`src/rtl/dmem_block_mover.sv`:
```
// Block COPY/FILL initiator for the DataMemory port, with a start/busy/done handshake.
// Define DMEM_MOVER_CHECKSUM_EN to enable the running sum of written bytes on `checksum`.
module dmem_block_mover #(
    parameter int ADDR_W = 8,
    parameter int DATA_W = 8
) (
    input  logic              clk,
    input  logic              reset,
    input  logic              start,
    input  logic              mode,
    input  logic [ADDR_W-1:0] src_addr,
    input  logic [ADDR_W-1:0] dst_addr,
    input  logic [7:0]        length,
    input  logic [DATA_W-1:0] fill_value,
    output logic              busy,
    output logic              done,
    output logic [DATA_W-1:0] checksum,
    output logic              mem_wen,
    output logic [ADDR_W-1:0] mem_address,
    output logic [DATA_W-1:0] mem_write_data,
    input  logic [DATA_W-1:0] mem_read_data
);

    typedef enum logic [1:0] {
        IDLE  = 2'd0,
        READ  = 2'd1,
        WRITE = 2'd2,
        DONE  = 2'd3
    } state_t;

    localparam logic [ADDR_W-1:0] PTR_ONE = ADDR_W'(1);
    localparam logic              MODE_FILL = 1'b1;

    state_t            state;
    state_t            state_next;
    logic [ADDR_W-1:0] src_ptr;
    logic [ADDR_W-1:0] dst_ptr;
    logic [7:0]        remaining;
    logic              mode_q;
    logic [DATA_W-1:0] fill_q;
    logic [DATA_W-1:0] data_buf;

    always_ff @(posedge clk) begin
        if (reset) begin
            state <= IDLE;
        end else begin
            state <= state_next;
        end
    end

    // Outputs decode only registered state, so start never reaches the memory port combinationally.
    always_comb begin
        state_next     = state;
        busy           = 1'b0;
        done           = 1'b0;
        mem_wen        = 1'b0;
        mem_address    = '0;
        mem_write_data = '0;
        case (state)
            IDLE: begin
                if (start) begin
                    if (length == 8'd0) begin
                        state_next = DONE;
                    end else if (mode == MODE_FILL) begin
                        state_next = WRITE;
                    end else begin
                        state_next = READ;
                    end
                end
            end
            READ: begin
                busy        = 1'b1;
                mem_address = src_ptr;
                state_next  = WRITE;
            end
            WRITE: begin
                busy           = 1'b1;
                mem_wen        = 1'b1;
                mem_address    = dst_ptr;
                mem_write_data = (mode_q == MODE_FILL) ? fill_q : data_buf;
                if (remaining == 8'd1) begin
                    state_next = DONE;
                end else if (mode_q == MODE_FILL) begin
                    state_next = WRITE;
                end else begin
                    state_next = READ;
                end
            end
            DONE: begin
                done       = 1'b1;
                state_next = IDLE;
            end
            default: state_next = IDLE;
        endcase
    end

    always_ff @(posedge clk) begin
        if (reset) begin
            src_ptr   <= '0;
            dst_ptr   <= '0;
            remaining <= '0;
            mode_q    <= 1'b0;
            fill_q    <= '0;
            data_buf  <= '0;
        end else begin
            case (state)
                IDLE: begin
                    if (start) begin
                        src_ptr   <= src_addr;
                        dst_ptr   <= dst_addr;
                        remaining <= length;
                        mode_q    <= mode;
                        fill_q    <= fill_value;
                    end
                end
                READ: begin
                    data_buf <= mem_read_data;
                end
                WRITE: begin
                    // Pointers wrap naturally at 2**ADDR_W; overlapping copies stay strictly forward.
                    src_ptr   <= src_ptr + PTR_ONE;
                    dst_ptr   <= dst_ptr + PTR_ONE;
                    remaining <= remaining - 8'd1;
                end
                default: ;
            endcase
        end
    end

`ifdef DMEM_MOVER_CHECKSUM_EN
    logic [DATA_W-1:0] checksum_q;

    always_ff @(posedge clk) begin
        if (reset) begin
            checksum_q <= '0;
        end else if (state == IDLE && start) begin
            checksum_q <= '0;
        end else if (state == WRITE) begin
            checksum_q <= checksum_q + mem_write_data;
        end
    end

    assign checksum = checksum_q;
`else
    assign checksum = '0;
`endif

endmodule

```
`config.mk`:
```
export PLATFORM = sky130hd
export DESIGN_NAME = dmem_block_mover
export DESIGN_NICKNAME = d
export VERILOG_FILES = /design/src/rtl/dmem_block_mover.sv
export SDC_FILE = /design/constraint.sdc
export NUM_CORES = 1
export LEC_CHECK = 0
export CELL_PAD_IN_SITES_DETAIL_PLACEMENT = 1
export CELL_PAD_IN_SITES_GLOBAL_PLACEMENT = 1
export CORE_MARGIN = 5
export CORE_UTILIZATION = 37
export DETAILED_ROUTE_END_ITERATION = 6
export PLACE_DENSITY_LB_ADDON = 0.1
export SLEW_MARGIN = 20
export SYNTH_ARGS = -nofsm -noshare
export SYNTH_HDL_FRONTEND = slang
export SYNTH_SLANG_ARGS = --single-unit
```
`constraint.sdc`:
```
create_clock -name clk -period 2.48 [get_ports clk]
set_input_delay 0.372 -clock clk [delete_from_list [all_inputs] [get_ports clk]]
set_output_delay 0.372 -clock clk [all_outputs]
set_load 0.05 [all_outputs]
```
# Word level (Yosys, flattened, before mapping)
# Index checks and enable logic that the tools add are counted.
# totals
input_bits,44
ff_bits,43
word_cells,39
output_inout_bits,27
# classes
n_eq_ne,5
muxes,18
addsub,3
reduce_logical,6
# ops
cell,n
8-bit case mux with 2 select lines,4
8-bit 2-to-1 mux,5
8-bit by 1-bit adder with 8-bit output (second input constant),2
2-bit 2-to-1 mux,5
8-bit by 1-bit == test with 1-bit output (second input constant),1
8-bit zero test,1
2-bit case mux with 4 select lines,1
8-bit by 1-bit subtractor with 8-bit output (second input constant),1
2-bit == test (second input constant),2
2-bit AND reduction,2
1-bit 2-to-1 mux,3
2-bit by 1-bit == test with 1-bit output (second input constant),1
2-bit zero test,1
2-bit inequality test (second input constant),1
2-bit nonzero test,1
2-bit OR reduction,1

# Depth between registers and ports, before layout
# logic_depth
ltp_word,4
mapped_depth,8
mapped_depth_nobuf,6

# Worst setup path before layout
# No wires, ideal clock.
# synth_timing
path_kind,flip-flop to output port
startpoint,reg state[0]
endpoint,out mem_write_data[0]
arrival_ns,2.260
slack_ns,-0.152
required_time_ns,2.108
n_path_buf,3
stages_incl_launch_ff,8
path_cell_list,dfxtp_1 inv_1 ha_1 buf_2 inv_1 clkbuf_1 buf_2 nor2_1
# synth_via
elab_chain_cells,2
# synth_rtl
element,line_no,source
start: declaration,34,state_t state;
start signal: assignment,47,state <= state_next;
2-bit == test,59,case (state)
8-bit 2-to-1 mux,59,
end: declaration,20,"output logic [DATA_W-1:0] mem_write_data,"
# No other way between the ends.

# Worst setup path after layout
# layout_timing
startpoint,reg state[0]
endpoint,out busy
# layout_via
elab_chain_cells,3
# layout_rtl
element,line_no,source
2-bit by 1-bit == test with 1-bit output or 2-bit == test (tied branches),59,
2-bit OR reduction (no line) (*),-,
1-bit 2-to-1 mux (*),59,
end: declaration,15,"output logic busy,"
# Mark *: on every way between the ends. The rest lies on a longest branch, timed or not.

==> results.cfg <==
[floorplanning]
rows = 30
die_x_um = 92.7
io_pins = 71
core_area_um2 = 6720
start_util = 0.377
die_h_um = 92.7
die_area_um2 = 8600

[global_route]
grt_max_degree = 32
grt_overflow = 0
grtUsageTotal = 0.181
grt_pass1_wl_um = 12300
grt_pass1_vias = 2448
antenna_found_initial = 0

[final_layout]
syn_to_final_growth_pct = 38.5
fin_nets = 427
fin_area_um2 = 3510
fillCellCount = 783
utilization = 0.522
drive_gt1_frac = 0.130
antennaDiodeCount = 0

[synth]
synth_top_family_by_area = simple AND/OR/NAND/NOR gates
synth-async-reset-ratio = 0
synth_edf_count = 0
synth_seq_area_share = 0.340
synth_mux_area_frac = 0.0795
yosysWarnings = 0
synth_top_area_cell = dfxtp_1
synth_cell_types = 48
ys_ff_latch = 43
synth_compound_area_frac = 0.218
synth_top_area_frac = 0.340
syn_inst = 320
synth_xor_area_frac = 0
syn_area_um2 = 2530
synthTopCellsByArea = dfxtp_1 34%, mux2i_1 7.5%, nand2_1 5.6%
avgSynthCellArea_um2 = 7.91
synth_flop_cell = dfxtp_1
synthSimpleGateAreaFrac = 0.241
synth_commonest_cells = 43 x dfxtp_1, 38 x nand2_1, 28 x a21oi_1
synthAdderAreaFrac = 0.0395
yosysMostFrequentCell = dfxtp_1

[setup_path]
crit_fanout = 4
reg2reg_depth = 6
worst_path_largest_cell_delay_ns = 0.83
cp_cell_sequence = inv_1 -> ha_1 -> clkdlybuf4s50_1
slowest_stage = clkdlybuf4s50_1
worst_setup_path_start_kind = flop
path_class = reg2out
cp_data_arrival_time_ns = 1.95
worst-path-buf-inv = 2
cp_top_family = buffers and inverters
cp-end-kind = primary output
cp.depth = 3
required_ns = 2.11

[clock_network]
h-tree-depth = 2
cts_resized = 0
cts_tree = built
cts_made_buffers = 5
clkTransAtPathRegs_ns = 0.09
clockBufferDepth = 2
cts.sinks = 43
cts_root_buffer = clkbuf_8
post-cts-setup-buffer-count = 0
clock_latency_ns = 0.30
cts_hold_buf = 0

[sta]
rsz0062_at_grt = no
relSlewSlack = 0.606
hold_viol_final = 0
tightest_slew_ns = 0.591
slew_violations = 0
min_period_ns = 2.32
final.setup.tns_ns = 0
fmax_ghz = 0.431
fin_crit_sh = 0.936
finalSetupViolCount = 0
skew_ns = 0.00671

[worst_hold_path]
hold_path.class = reg2reg
hold_depth = 2

[placed_design]
globalplace.congestion = 0.786
io_buffers = 62
dpl-instance-area_um2 = 3400
dp_hpwl_um = 5550

[drt]
wl_um = 7520
vias = 2502
drc_errors = 0
drtIter0Drc = 86
routedWlPerCell_um = 16.5
viasPerCell = 5.49
ant_nets = 0
firstDrtPassIters = 4

[power]
vdd_ir_drop_max_mv = 0.326
p_total_w = 0.00284
p_leak_nw = 1.25
p_per_area_nw_per_um2 = 810

[job]
maxCapViolations = 0

[status]
outcome = finished, final reports clean
## registers in the layout, summed over array words and instances (netlist names)
register / flops
mode_q: 1
src_ptr: 8
dst_ptr: 8
data_buf: 8
remaining: 8
state: 2
fill_q: 8
## layout by cell type (no fill, tap or decap), drive strengths merged, types with 2 or more instances in the layout
| cell | synthesis | layout |
|---|---|---|
| o2bb2ai | 4 | 4 |
| inv | 9 | 9 |
| clkbuf | 11 | 5 |
| nor4 | 7 | 7 |
| a221oi | 2 | 2 |
| o21a | 3 | 3 |
| clkdlybuf4s50 | 0 | 45 |
| o21ai | 15 | 15 |
| ha | 8 | 8 |
| o22ai | 2 | 2 |
| o32ai | 4 | 4 |
| a22oi | 10 | 10 |
| a21oi | 28 | 28 |
| and3 | 2 | 2 |
| buf | 21 | 28 |
| or3 | 5 | 5 |
| a31oi | 3 | 3 |
| clkinv | 0 | 2 |
| nor3 | 8 | 8 |
| nor2 | 27 | 27 |
| mux2i | 19 | 19 |
| dfxtp | 43 | 43 |
| conb | 1 | 8 |
| a211oi | 4 | 4 |
| nor2b | 12 | 12 |
| nand2 | 38 | 38 |
| nand2b | 4 | 4 |
| nand3 | 8 | 8 |
| nand3b | 2 | 2 |
| o31a | 2 | 2 |
| o21bai | 2 | 2 |
## stage by stage
step	setup WS [ns]	hold slack, ns	cells
final	0.158	0.460	456
after global routing	0.0813	0.495	456
after CTS	0.129	0.463	456
after detailed placement	0.443	0.451	448
after global placement	0.524	0.444	448
after floorplan	-0.152	0.436	327
## where the power goes
| group | internal, W | switching, W | total [W] |
|---|---|---|---|
| registers | 0.000828 | 0.000154 | 0.000982 |
| logic | 0.000563 | 0.000733 | 0.00130 |
| clock network | 0.000300 | 0.000263 | 0.000563 |
| total | 0.00169 | 0.00115 | 0.00284 |
## cell families after synthesis
logic type                 Yosys count
muxes                               20
AOI/OAI and AO/OA                   86
buffers and inverters               41
and+or+nand+nor                    121
adders and majority gates            8
other                                1
DFF                                 43
## tightest hold or removal path: cells and delay by family, from the launching register on
| family | cells | cell delay (ns) |
|---|---|---|
| flip-flops | 1 | 0.31 |
| AND/OR/NAND/NOR | 1 | 0.05 |
| AO/OA/AOI/OAI | 1 | 0.05 |
## per-layer routing
metal,wire length [um],part of all wire,global-route usage,up-vias
met1,3460,0.46,0.233,1194
met4,120,0.016,0.0635,0
met3,347,0.046,0.0317,10
li1,-,-,-,1239
met2,3600,0.48,0.303,59
met5,0,0,0,-
## path summary, 6_finish.rpt
path / startpoint / end / slack [ns]
min reg2reg: fill_q[3] / fill_q[3] / 0.46
max reg2reg: state[0] / dst_ptr[7] / 0.56
min: fill_q[3] / fill_q[3] / 0.46
max: state[0] / busy / 0.16
## layout make-up
cell class	instances	area, um^2	area share
Multi-Input combinational cell	243	1520	0.432
Timing Repair Buffer	73	886	0.252
Sequential cell	43	861	0.245
Tap cell	80	100	0.0285
Clock buffer	5	68.8	0.0196
Clock inverter	3	43.8	0.0125
Inverter	9	33.8	0.00963
(Power assumes the default switching activity.)
